$ cat src/rtl/njp_mult_pkg.sv
// Shared types and helpers for the njp sequential multiplier.
package njp_mult_pkg;

   // Controller state encoding.
   typedef enum logic [1:0] {
      StIdle = 2'b00,
      StRun  = 2'b01,
      StDone = 2'b10
   } state_e;

   // Iteration counter width for a given operand width.
   function automatic int unsigned cnt_width(input int unsigned width);
      return $clog2(width);
   endfunction

endpackage

$ cat src/rtl/njp_mult_ctrl.sv
// Control FSM and iteration counter for njp_seq_mult.
module njp_mult_ctrl
   import njp_mult_pkg::*;
#(
   parameter int unsigned WIDTH = 4,
   parameter int unsigned CntW  = cnt_width(WIDTH)
) (
   input  logic            clk_i,
   input  logic            rst_ni,
   input  logic            start_i,
   output logic            busy_o,
   output logic            done_o,
   output logic            load_o,
   output logic            step_o,
   output logic            last_o,
   output logic [CntW-1:0] cnt_o
);

   state_e          state_q, state_d;
   logic [CntW-1:0] cnt_q, cnt_d;

   // State and counter registers.
   always_ff @(posedge clk_i or negedge rst_ni) begin
      if (!rst_ni) begin
         state_q <= StIdle;
         cnt_q   <= '0;
      end else begin
         state_q <= state_d;
         cnt_q   <= cnt_d;
      end
   end

   // Next-state logic and strobes; start is only looked at in idle.
   always_comb begin
      state_d = state_q;
      cnt_d   = cnt_q;
      busy_o  = 1'b0;
      done_o  = 1'b0;
      load_o  = 1'b0;
      step_o  = 1'b0;
      last_o  = 1'b0;
      unique case (state_q)
         StIdle: begin
            if (start_i) begin
               state_d = StRun;
               cnt_d   = '0;
               load_o  = 1'b1;
            end
         end
         StRun: begin
            busy_o = 1'b1;
            step_o = 1'b1;
            if (cnt_q == CntW'(WIDTH - 1)) begin
               last_o  = 1'b1;
               state_d = StDone;
               cnt_d   = '0;
            end else begin
               cnt_d = cnt_q + CntW'(1);
            end
         end
         StDone: begin
            done_o  = 1'b1;
            state_d = StIdle;
         end
         default: state_d = StIdle;
      endcase
   end

   assign cnt_o = cnt_q;

endmodule

$ cat src/rtl/njp_seq_mult.sv
// Sequential shift-add multiplier with optional MAC.
// Build macro NJP_MULT_SIGNED_EN enables two's-complement operation via signed_mode.
module njp_seq_mult
   import njp_mult_pkg::*;
#(
   parameter int unsigned WIDTH = 4
) (
   input  logic               clk,
   input  logic               rst_n,
   input  logic               start,
   input  logic [WIDTH-1:0]   a,
   input  logic [WIDTH-1:0]   b,
   input  logic               acc,
   input  logic               signed_mode,
   output logic               busy,
   output logic               done,
   output logic [2*WIDTH-1:0] product
);

   localparam int unsigned PW   = 2 * WIDTH;
   localparam int unsigned CntW = cnt_width(WIDTH);

   logic            load, step, last;
   logic [CntW-1:0] cnt;
   logic [PW-1:0]   a_ext, partial, accum_nxt;
   logic [PW-1:0]   mcand_q, accum_q, product_q;
   logic [WIDTH-1:0] mplier_q;
   logic            sub_step;

   njp_mult_ctrl #(
      .WIDTH (WIDTH),
      .CntW  (CntW)
   ) u_ctrl (
      .clk_i   (clk),
      .rst_ni  (rst_n),
      .start_i (start),
      .busy_o  (busy),
      .done_o  (done),
      .load_o  (load),
      .step_o  (step),
      .last_o  (last),
      .cnt_o   (cnt)
   );

`ifdef NJP_MULT_SIGNED_EN
   logic signed_q;

   // Mode is latched with the operands so mid-run changes have no effect.
   always_ff @(posedge clk or negedge rst_n) begin
      if (!rst_n) begin
         signed_q <= 1'b0;
      end else if (load) begin
         signed_q <= signed_mode;
      end
   end

   assign a_ext    = signed_mode ? {{WIDTH{a[WIDTH-1]}}, a} : {{WIDTH{1'b0}}, a};
   // The multiplier's sign bit carries negative weight.
   assign sub_step = signed_q & last;
`else
   logic unused_signed_mode;
   assign unused_signed_mode = signed_mode;
   assign a_ext    = {{WIDTH{1'b0}}, a};
   assign sub_step = 1'b0;
`endif

   assign partial = mcand_q << cnt;

   // One shift-add (or final subtract) step.
   always_comb begin
      accum_nxt = accum_q;
      if (mplier_q[cnt]) begin
         accum_nxt = sub_step ? (accum_q - partial) : (accum_q + partial);
      end
   end

   // Operand capture, accumulation and product update on the last step only.
   always_ff @(posedge clk or negedge rst_n) begin
      if (!rst_n) begin
         mcand_q   <= '0;
         mplier_q  <= '0;
         accum_q   <= '0;
         product_q <= '0;
      end else if (load) begin
         mcand_q  <= a_ext;
         mplier_q <= b;
         accum_q  <= acc ? product_q : '0;
      end else if (step) begin
         accum_q <= accum_nxt;
         if (last) begin
            product_q <= accum_nxt;
         end
      end
   end

   assign product = product_q;

endmodule

$ cat config.mk
export PLATFORM = sky130hd
export DESIGN_NAME = njp_seq_mult
export DESIGN_NICKNAME = d
export VERILOG_FILES = /design/src/rtl/njp_mult_pkg.sv /design/src/rtl/njp_mult_ctrl.sv /design/src/rtl/njp_seq_mult.sv
export SDC_FILE = /design/constraint.sdc
export NUM_CORES = 1
export LEC_CHECK = 0
export CAP_MARGIN = 25
export CORE_ASPECT_RATIO = 0.7
export CORE_MARGIN = 2
export CORE_UTILIZATION = 54
export DETAILED_ROUTE_END_ITERATION = 16
export GPL_ROUTABILITY_DRIVEN = 0
export MAX_ROUTING_LAYER = met4
export PLACE_DENSITY = 0.79
export SETUP_SLACK_MARGIN = 0.2
export SLEW_MARGIN = 20
export SYNTH_ARGS = -nofsm -noshare
export SYNTH_HDL_FRONTEND = slang
export SYNTH_SLANG_ARGS = --single-unit
$ cat constraint.sdc
create_clock -name clk -period 2.85 [get_ports clk]
set_input_delay 0.57 -clock clk [delete_from_list [all_inputs] [get_ports clk]]
set_output_delay 0.57 -clock clk [all_outputs]
set_load 0.03 [all_outputs]
# == After elaboration in Yosys (flattened, before gate mapping) ==
# Index checks and enable logic that the tools add are counted.
# word_totals
input_bits,13
word_cells,40
out_inout_bits,10
regBits,28
# classes
bitwise_logic,1
n_reduce_logical,6
eq_ne,5
n_lt_le_gt_ge,1
mux,18
addsub,2
n_shift,1
# op_table
cell,count
$mux W8,4
$add A8 B8 Y8,1
$mux W2,4
$pmux W2 S2,2
$shl A4 B2 Y8,1
$mux W1,7
$eq A2 B2 Y1 const B,2
$reduce_and A2 Y1,2
$reduce_bool A2 Y1,2
$lt A2 B3 Y1 const B,1
$reduce_and A3 Y1,1
$add A2 B1 Y2 const B,1
$bmux W1 S2,1
$eq A2 B1 Y1 const B,1
$logic_not A2 Y1,1
$ne A2 B1 Y1 const B,1
$ne A2 B2 Y1 const B,1
$not A1 Y1,1

# == Logic depth before layout (Yosys ltp) ==
# Gate-level depths: netlist (run 1).
# logic_depth
ltp_word,5
mapped_depth,10
mapped_depth_nobuf,9

# == Cells and area by module ==
# From an unflattened synthesis (run 1), not the netlist that was laid out.
# unflattened
hier_cells,163
hier_area_um2,1681.6
# by_module_without_submodules
mod,seq_area_each_um2,area_each_um2,cells_each,n_inst
njp_seq_mult,600.6,1481.4,145,1
njp_mult_ctrl,100.1,200.2,18,1

# == Worst setup path after synthesis (run 1) ==
# OpenSTA, ideal clock, no wires.
# synth_timing
path_kind,register to register
from,"reg u_ctrl.cnt_q[0], in the netlist u_ctrl.cnt_o[0]"
to,"reg product_q[6], in the netlist product[6]"
synth_period_minus_slack_ps,2323
setup_ps,133
path_slack_ps,527
t_required_ps,2717
stages_incl_launch_ff,11
t_arrival_ps,2191
path_buffers,1
path_cell_list,dfrtp_1 clkbuf_1 nor3b_1 ha_1 inv_1 fa_1 nor2b_1 o211ai_1 a21oi_1 mux2i_1 o211ai_1
# synth_via
elab_chain_len,4
word_cells_on_any_way,9
classes_between,1 x add/sub; 1 x eq/ne; 1 x shift; 5 x mux; 1 x reduce/logical
# synth_rtl
item,line,source
start: declaration,njp_mult_ctrl.sv:20,"logic [CntW-1:0] cnt_q, cnt_d;"
start signal: assignment,njp_mult_ctrl.sv:29,cnt_q <= cnt_d;
"parallel branches: the longest is 4 deep, another holds $add A8 B8 Y8",--,
end signal: assignment,njp_seq_mult.sv:91,product_q <= accum_nxt;
end: declaration,njp_seq_mult.sv:26,"logic [PW-1:0] mcand_q, accum_q, product_q;"
# Several ways; the timed one is not identified. The select of a mux whose other input is x is not followed.
# A chain may end at the register's enable or synchronous reset.

# == Final worst setup path (run 1) ==
# layout_timing
from,"reg u_ctrl.cnt_q[1], in the netlist u_ctrl.cnt_o[1]"
to,"reg product_q[6], in the netlist product[6]"
# The elaborated chain is that of the path after synthesis.

==> results of run 1 <==
## where the power goes
group,switching (mW),internal [mW]
Combinational,1.00,0.804
Sequential,0.180,0.596
Clock,0.130,0.188
## layer usage
| metal | up-vias | track usage | wire (um) |
|---|---|---|---|
| li1 | 661 | - | - |
| met1 | 666 | 0.316 | 1690 |
| met2 | 49 | 0.416 | 1930 |
| met3 | 6 | 0.0552 | 277 |
| met4 | 0 | 0.0535 | 46 |
| met5 | - | - | 0 |
## registers in the layout, summed over array words and instances (netlist names)
signal / cells
product: 8
mplier_q: 4
accum_q: 8
u_ctrl.state_q: 2
mcand_q: 4
u_ctrl.cnt_o: 2
## how the worst min path moves through the flow
stage | startpoint | end | slack, ns | cells past startpoint
2_1_floorplan | rst_n | accum_q[0]$_DFFE_PN0P_ | 0.27 | 0
3_3_place_gp | product[4]$_DFFE_PN0P_ | product[4]$_DFFE_PN0P_ | 0.48 | 2
3_5_place_dp | mplier_q[2]$_DFFE_PN0P_ | mplier_q[2]$_DFFE_PN0P_ | 0.49 | 1
4_1_cts | mplier_q[2]$_DFFE_PN0P_ | mplier_q[2]$_DFFE_PN0P_ | 0.52 | 1
5_1_grt | mplier_q[2]$_DFFE_PN0P_ | mplier_q[2]$_DFFE_PN0P_ | 0.54 | 1
6_report | mplier_q[2]$_DFFE_PN0P_ | mplier_q[2]$_DFFE_PN0P_ | 0.51 | 1
## cell usage after synthesis, drive strengths merged
cell	instances	area, um^2
buf	4	26.3
o311ai	1	8.76
mux2i	9	90.1
nand3	4	25.0
mux2	10	116
a211oi	1	7.51
a221o	2	20.0
nor3b	3	27.5
o211ai	3	22.5
o21ai	17	85.1
nand2b	3	18.8
a31oi	2	12.5
o31ai	2	15.0
inv	7	26.3
and2	1	6.26
fa	1	20.0
nand2	19	73.8
ha	8	100
mux4	1	22.5
dfrtp	28	701
nand3b	2	15.0
or2	4	25.0
nor2b	3	18.8
a21oi	5	25.0
xnor2	3	26.3
xor2	1	8.76
nor2	11	41.3
a22o	1	8.76
and3	4	25.0
o21bai	2	15.0
o21ba	1	10.0
a21boi	1	7.51
clkbuf	2	7.51
a32oi	4	35.0
## repair_timing
item	4_1_cts	5_1_grt
hold buffers	0	0
endpoints found under the setup margin	0	3
resized for setup	0	3
## worst max-delay path, stage by stage (launching register included)
cell and delay, ns:
dfrtp_2 0.50, nor3b_1 0.21, ha_1 0.21, inv_1 0.07, fa_1 0.40, nor2b_1 0.19
o211ai_1 0.15, a21oi_2 0.23, mux2i_1 0.25, o211ai_1 0.12
## cell usage in the layout (no fill, tap or decap), types with 2 or more instances in the layout
master / instances
a21oi_1: 4
a221o_1: 2
a31oi_1: 2
a32oi_1: 4
and3_1: 4
buf_4: 4
clkbuf_8: 3
clkdlybuf4s50_1: 20
dfrtp_1: 27
ha_1: 8
inv_1: 7
mux2_2: 9
mux2i_1: 9
nand2_1: 18
nand2b_1: 3
nand3_1: 3
nand3b_1: 2
nor2_1: 11
nor2b_1: 3
nor3b_1: 2
o211ai_1: 3
o21ai_0: 16
o21bai_1: 2
o31ai_1: 2
or2_2: 4
xnor2_1: 3
## metrics by stage
stage | hold slack, ns | power, mW | instance area [um^2] | util | cells
global placement | 0.481 | 2.43 | 1950 | 0.675 | 225
floorplan | 0.274 | 2.09 | 1690 | - | 170
CTS | 0.517 | 2.89 | 2020 | 0.700 | 229
detailed placement | 0.494 | 2.54 | 1950 | 0.675 | 225
finish | 0.513 | 2.90 | 2020 | 0.702 | 229
global route | 0.541 | 3.11 | 2020 | 0.702 | 229
## area by class of cell
class / instances / area (um^2)
tap: 36 / 45.0
timing repair buffer: 25 / 243
clock inverter: 1 / 30.0
sequential: 28 / 702
inverter: 7 / 26.3
multi-input combinational: 129 / 937
clock buffer: 3 / 41.3
fill: 209 / 858
## logic make-up (layout without fill, tap and decap cells)
kind of cell	count (synthesis)	after routing
AO/OA/AOI/OAI	42	42
flip-flops	28	28
multiplexers	20	20
buffers and inverters	13	36
AND/OR/NAND/NOR	54	54
adder cells (fa/ha/maj)	9	9
XOR/XNOR	4	4
==> metrics.txt, run 1 <==
final setup violation count 0; Yosys warnings 0; Compound-Gate Fraction of Synth Area 0.161; initial antenna violation count 0; Worst Setup End Kind flip-flop; CTS tree built; drt via density 6.03; worst endpoint required time 3.01 ns; Die H 50.9 um; largest family of logic cells by synthesized area simple AND/OR/NAND/NOR gates; Setup WS post-layout 0.412 ns; post-CTS setup buffers 0; Syn Nets 192; DRT Pass-1 Iters 4; Ports 23; port buffer count 21; Clk pin slew, worst setup/hold paths 0.10 ns; vias in the first global route 1,390; Syn Area/Cell 9.97 um^2; Worst Setup SP u_ctrl.cnt_o[1]$_DFFE_PN0P_; mux cell area share after synthesis 0.135; RSZ-0062 raised after global routing no; Clk Latency, worst-skew pair 0.28 ns; Area Overhead vs Synth 19.5%; # DRC 0; Max Slew Vio Count 0; Synth Register Bits 28; initial core utilization 0.588; DP HPWL 2.85 mm; final hold violation count 0; post-route ant nets 0; CTS sink count 28; Setup Crit Path Kind flip-flop to flip-flop; Core Region 2880 um^2; Peak VDD IR 806 uV; Die W 70.9 um; crit path to product[6]$_DFFE_PN0P_; H-tree levels 1; FF-to-FF End product[6]$_DFFE_PN0P_; Total Routing Usage GR 0.249; max-cap check violation count 0; crit path max fanout 11; worst-case reg-to-reg path depth 9; Worst Clk Skew 0.00638 ns; post-DR wirelength/cell 17.2 um; Core Rows 16; Critical Path AT 2.59 ns; power per cell area 1430 nW/um^2; first-pass GRT wire length 6.68 mm; Synth Instances 170; dpl ws 0.372 ns; cts bufs inserted 3; fin crit share 0.855; R2R Path Start u_ctrl.cnt_o[1]$_DFFE_PN0P_; worst slew pin tran 0.644 ns; final wirelength 3.94 mm; DR iter-0 viols 217; Post-Synth XOR/XNOR Area 0.0207; Inserted Diodes 0; grt ovf 0; Post-Synth Adder-Cell Area 0.0709; worst hold path class flip-flop to flip-flop; Setup TNS Final 0 ns; LEAKAGE 0.891 nW; CTS Buffer Depth 2; CP startpoint kind flip-flop; layout cells sized above 1 0.150; vias 1,382; Netlist cell types 40; sequential share of the synthesized area 0.414; post-layout min period 2.44 ns; status complete, no violations; pin count of the biggest net entering global routing 29; Root Driver clkbuf_8; Worst R2R Setup Slack 0.41 ns; Rel. slew slack 0.570; Die ar. 3610 um^2; Post-Synth Simple-Gate Area 0.163; synthesized area 1690 um^2; fmax 410 MHz; Nets 216
(Power assumes the default switching activity.)
==> inputs of run 2 (changes only) <==
Settings changed: SKIP_CTS_REPAIR_TIMING set to 1.
==> results of run 2 <==
Final layout, timing and power as in run 1 (identical DEF).
==> inputs of run 3 (changes only) <==
--- a/config.mk
+++ b/config.mk
@@ -13,5 +13,5 @@
 export GPL_ROUTABILITY_DRIVEN = 0
 export MAX_ROUTING_LAYER = met4
-export PLACE_DENSITY = 0.79
+export PLACE_DENSITY_LB_ADDON = 0.15
 export SETUP_SLACK_MARGIN = 0.2
 export SKIP_CTS_REPAIR_TIMING = 1
==> constraint.sdc (replaced) <==
create_clock -name clk -period 2.85 [get_ports clk]
set_input_delay 0.57 -clock clk [delete_from_list [all_inputs] [get_ports clk]]
set_output_delay 0.57 -clock clk [all_outputs]
set_load 0.02 [all_outputs]
==> run 3 against run 2 <==
Core utilization shrank 0.39 points. Worst setup slack lost 0.11 ns. Sequential share of layout area grew 0.13 points. Clock power grew 1%. Via count grew 0.80%. Combinational power shrank 6%. Maximum frequency shrank 4.3%. Routed wire length shrank 8.4%. Cell count shrank 0.44%. Critical path depth shrank 6. Sequential cell count is the same. Global-route usage shrank 1.3 points.
==> metrics.txt, run 3 (same netlist as run 1, synthesis figures left out) <==
status complete, no violations; CP max-delay cell clkdlybuf4s50_1; Ports 23; worst hold path class flip-flop to flip-flop; Setup Crit Path Kind flip-flop to output pin; vias 1,393; grt peak-use layer met2; max-cap check violation count 0; Cell Chain, Critical Path nand2b_1 > inv_1 > clkdlybuf4s50_1; most frequent cells in the layout dfrtp_1 (28), clkdlybuf4s50_1 (21), nand2_1 (18); initial core utilization 0.588; Worst R2R Setup Slack 0.40 ns; grt ovf 0; Critical Path AT 1.98 ns; worst endpoint required time 2.28 ns; cts bufs inserted 3; # DRC 0; critical hold path startpoint mplier_q[2]$_DFFE_PN0P_; Sw Share 0.435; Non-Filler Instances 228; Setup TNS Final 0 ns; most common cell after layout, fill and taps aside dfrtp_1; Nets 215; final setup violation count 0; fmax 392 MHz; DP HPWL 2.64 mm; Area Overhead vs Synth 18.8%; grt met1 use 0.324; power per cell area 1390 nW/um^2; FF-to-FF End product[6]$_DFFE_PN0P_; Max Slew Vio Count 0; delay of the slowest critical-path stage 0.66 ns; RSZ-0062 raised after global routing no; instance area at placement 1940 um^2; initial antenna violation count 0; crit path max fanout 8; Peak VDD IR 753 uV; Fillers 219; DR iter-0 viols 95; pin count of the biggest net entering global routing 29; Die ar. 3610 um^2; Clk Latency, worst-skew pair 0.29 ns; H-tree levels 1; Setup WS post-layout 0.301 ns; Die W 70.9 um; CP startpoint kind flip-flop; final hold violation count 0; CTS Buffer Depth 2; post-DR wirelength/cell 15.8 um; Rel. slew slack 0.602; Worst Setup End Kind output pin; fin crit share 0.894; met2 track demand over resource 0.372; LEAKAGE 0.878 nW; NetSw 1.22 mW; final wirelength 3.61 mm; Worst Clk Skew 0.0156 ns; Clk pin slew, worst setup/hold paths 0.11 ns; Die H 50.9 um; drt via density 6.11; Total Routing Usage GR 0.235; Combinational Power Share 0.609; Post-Place Cells 224; port buffer count 21; worst-case reg-to-reg path depth 9; post-route ant nets 0; clock group share of total power 0.115; CTS tree built; Final Util 0.698; end of the worst hold path mplier_q[2]$_DFFE_PN0P_; post-layout min period 2.55 ns; register share of total power 0.276; Core Rows 16; DRT Pass-1 Iters 5; dpl ws 0.396 ns; layout cells sized above 1 0.141; R2R Path Start u_ctrl.cnt_o[1]$_DFFE_PN0P_; hold path depth 1; vias in the first global route 1,314; worst slew pin tran 0.596 ns; Root Driver clkbuf_8; Design Area, Final 2010 um^2; first-pass GRT wire length 6.42 mm; CTS sink count 28; Internal Power 1.58 mW; Inserted Diodes 0; Core Region 2880 um^2; GR Layer Usage met3 0.0493
[run 3: cell types whose count changed in the layout (fill, tap and decap cells not counted), sizes merged]
cell,change
buf,-1
dlymetal6s2s,-1
clkdlybuf4s50,+1
[run 3: how the worst max path moves through the flow]
stage	startpoint	endpoint	slack [ns]	cells after the start
detailed placement	u_ctrl.cnt_o[1]$_DFFE_PN0P_	product[6]$_DFFE_PN0P_	0.40	9
global route	u_ctrl.state_q[1]$_DFFE_PN0P_	busy	0.23	3
CTS	u_ctrl.state_q[1]$_DFFE_PN0P_	busy	0.33	3
global placement	u_ctrl.cnt_o[1]$_DFFE_PN0P_	product[6]$_DFFE_PN0P_	0.47	9
finish	u_ctrl.state_q[1]$_DFFE_PN0P_	busy	0.30	3
floorplan	u_ctrl.cnt_o[0]$_DFFE_PN0P_	product[6]$_DFFE_PN0P_	0.53	10
[run 3: power by group through the flow]
stage	combinational (mW)	clock (mW)	sequential (mW)
after detailed placement	1.68	0	0.780
after floorplan	1.26	0	0.787
after CTS	1.70	0.323	0.772
after global routing	1.90	0.341	0.808
final	1.71	0.322	0.772
after global placement	1.62	0	0.761
[run 3: metrics by stage]
| step | total power [mW] | hold WS [ns] |
|---|---|---|
| detailed placement | 2.46 | 0.492 |
| finish | 2.80 | 0.513 |
| global route | 3.05 | 0.534 |
| CTS | 2.80 | 0.515 |
| floorplan | 2.05 | 0.274 |
| global placement | 2.38 | 0.481 |
[run 3: layer usage]
layer	wire (um)	vias up	part of all wire
met3	230	6	0.064
met5	0	-	0
met2	1670	43	0.46
met4	38	0	0.011
met1	1680	683	0.46
li1	-	661	-
[run 3: area by class of cell]
type                    instances  area, um^2  share of cell area
clock buffers                   3        41.3              0.0205
clock inverters                 1        30.0              0.0149
inverters                       7        26.3              0.0131
multi-input cells             129         937               0.466
flip-flops and latches         28         701               0.348
well taps                      36        45.0              0.0224
repair buffers                 24         233               0.116
[run 3: worst max-delay path, delay by kind of cell (launching register included)]
family	cells	cell delay (ns)
flip-flops	1	0.43
AND/OR/NAND/NOR	1	0.32
buffers and inverters	2	0.95
==> RTL change: new RTL, settings of run 1 <==
`WIDTH` is set to 4 in 2 places; all go to 6.
--- a/src/rtl/njp_mult_ctrl.sv
+++ b/src/rtl/njp_mult_ctrl.sv
@@ -3,5 +3,5 @@
    import njp_mult_pkg::*;
 #(
-   parameter int unsigned WIDTH = 4,
+   parameter int unsigned WIDTH = 6,
    parameter int unsigned CntW  = cnt_width(WIDTH)
 ) (
--- a/src/rtl/njp_seq_mult.sv
+++ b/src/rtl/njp_seq_mult.sv
@@ -4,5 +4,5 @@
    import njp_mult_pkg::*;
 #(
-   parameter int unsigned WIDTH = 4
+   parameter int unsigned WIDTH = 6
 ) (
    input  logic               clk,
Interface: changed (resized a, b and product); port bits go from 23 to 31. The function was not compared with the original's and may differ.
==> RTL change against run 1 <==
Final area is 78% higher; area after synthesis is 58% higher; worst setup slack worse by 0.35 ns; wire length is 96% higher; maximum frequency is 12% lower; sequential cell count is 13 higher; non-clock buffer count is 36 higher.
Power is not shown: default switching activity piles up to over one toggle a cycle in this logic, so the estimate is an artifact.
==> RTL change: results (changes against run 1) <==
** Synth
- The total number of yosys warnings is 0 (unchanged).
- Synth async-reset ratio :: 100% (unchanged)
- The per-instance average area after synthesis came to 8.45 um^2 (-15%).
- Ranking of synthesized cells by instance count :: nand2_1, dfrtp_1, nor2_1
- Number of nets in the synthesized netlist :: 345 (+80%)
- The number of distinct library cells after synthesis was 52 (+30%).
- Area contributors post-synth :: dfrtp_1, nand2_1, ha_1
- The sequential element share of the synthesized area is 38.4% (-3.0 points).

** Detailed routing
- Amount of wire on met3 after detailed routing :: 611 um (+120%)
- Wire length per cell after detailed routing :: 17.6 um (+2.2%)
- The average via count per standard cell came to 6.09 (+0.89%).
- Detailed route wirelength on metal2 :: 3.58 mm (+85%)
- Total Wirelength :: 7.74 mm (+96%)
- The met1 wire length came to 3.40 mm (+100%).
- The highest metal layer carrying signal wires in the routed design is met4.
- The number of design-rule violations left by the first detailed-router iteration came to 211 (-2.8%).
- Drt first pass iters :: 7 (+3)

** Clocking
- The clock-pin slew on the worst setup and hold paths came to 0.08 ns (-0.02 ns).
- Hold-fix buffers at CTS :: 0 (unchanged)
- The CTS buffer count came to 5 (+2).
- Number of H-tree levels :: 2 (+1)
- Post-CTS setup repair buffer count :: 8 (+8)
- The post-cts sizing count was 10 (+10).
- CTS Root Cell :: clkbuf_8
- Skew-Pair Late Insertion Delay :: 0.30 ns (+0.02 ns)

** Place
- The minimum setup slack after placement is 0.0871 ns (-0.285 ns).
- Half-perimeter wire length after detailed placement :: 4.80 mm (+68%)
- The instance count after placement with tap cells included came to 415 (+84%).
- Number of I/O port buffers :: 29 (+38%)

** Global route
- The number of global-route vias before repair is 2387 (+72%).
- Pin count of the biggest net entering global routing :: 42 (+45%)
- The global-route wire length before repair was 11.8 mm (+76%).
- The global routing usage summed across all routing layers came to 28.2% (+3.3 points).

** Timing
- Actual transition at the worst max-transition pin :: 0.671 ns (+0.0275 ns)
- The final worst clock skew is 0.00611 ns (-0.000268 ns).

** Finish
- Fraction of final layout cells with drive strength greater than 1 :: 24.5% (+9.5 points)
- Number of nets at the end of the flow :: 399 (+85%)

** Worst setup path
- The highest net fanout along the worst path is 5 (-6).
- The signal arrival time at the worst endpoint was 2.97 ns (+0.38 ns).
- Worst path max stage delay :: 0.46 ns (-0.04 ns)
- Family with the most delay on the worst path :: simple AND/OR/NAND/NOR gates

** Status
- Result of the run :: complete, no violations

** Hold path
- Worst hold path class :: input pin to asynchronous set/reset pin
[RTL change: cell types whose count changed after synthesis, moves of 4 or more]
cell / delta
nand2_1: +47
dfrtp_1: +13
a21oi_1: +15
o21ai_1: +13
nor2_1: +14
o22ai_1: +4
nand2b_1: +4
clkbuf_1: +4
o21ai_0: -4
nand3_1: +6
a31oi_1: +5
mux2_2: -6
nor3_1: +7
[RTL change: metal layers]
layer	up-vias	global-route usage [%]
li1	1226	-
met1	1292	39.4
met2	140	42.2
met3	21	5.02
met4	0	7.95
met5	-	-
[RTL change: through the flow]
stage	hold slack, ns	cell area, um^2	setup TNS, ns
6_report	0.109	3600	0
5_1_grt	0.118	3600	-0.0852
4_1_cts	0.427	3330	0
3_5_place_dp	0.462	3100	0
3_3_place_gp	0.459	3100	0
2_1_floorplan	0.274	2690	0
[RTL change: worst paths after layout]
check	cells after the start	slack, ns	endpoint	start
setup / recovery	13	0.07	accum_q[11]	u_ctrl.cnt_o[1]
hold reg to reg	2	0.48	mplier_q[3]	mplier_q[3]
hold / removal	1	0.11	product[3]	rst_n
setup reg to reg	13	0.07	accum_q[11]	u_ctrl.cnt_o[1]
min in group clk	2	0.48	mplier_q[3]	mplier_q[3]
max in group asynchronous	2	2.29	u_ctrl.cnt_o[1]	rst_n
[RTL change: cells by family after synthesis]
family,synth area share (%)
buf+inv,3.75
mux,5.76
fa+ha+maj,5.90
simple gates,23.2
xor+xnor,2.30
compound gates,20.7
flops,38.4
[RTL change: final cells by class]
type	count	area (um^2)
multi-input combinational	253	1780
timing repair buffer	61	546
inverter	8	30.0
fill	352	1180
clock inverter	3	65.1
sequential	41	1030
clock buffer	5	68.8
tap	69	86.3
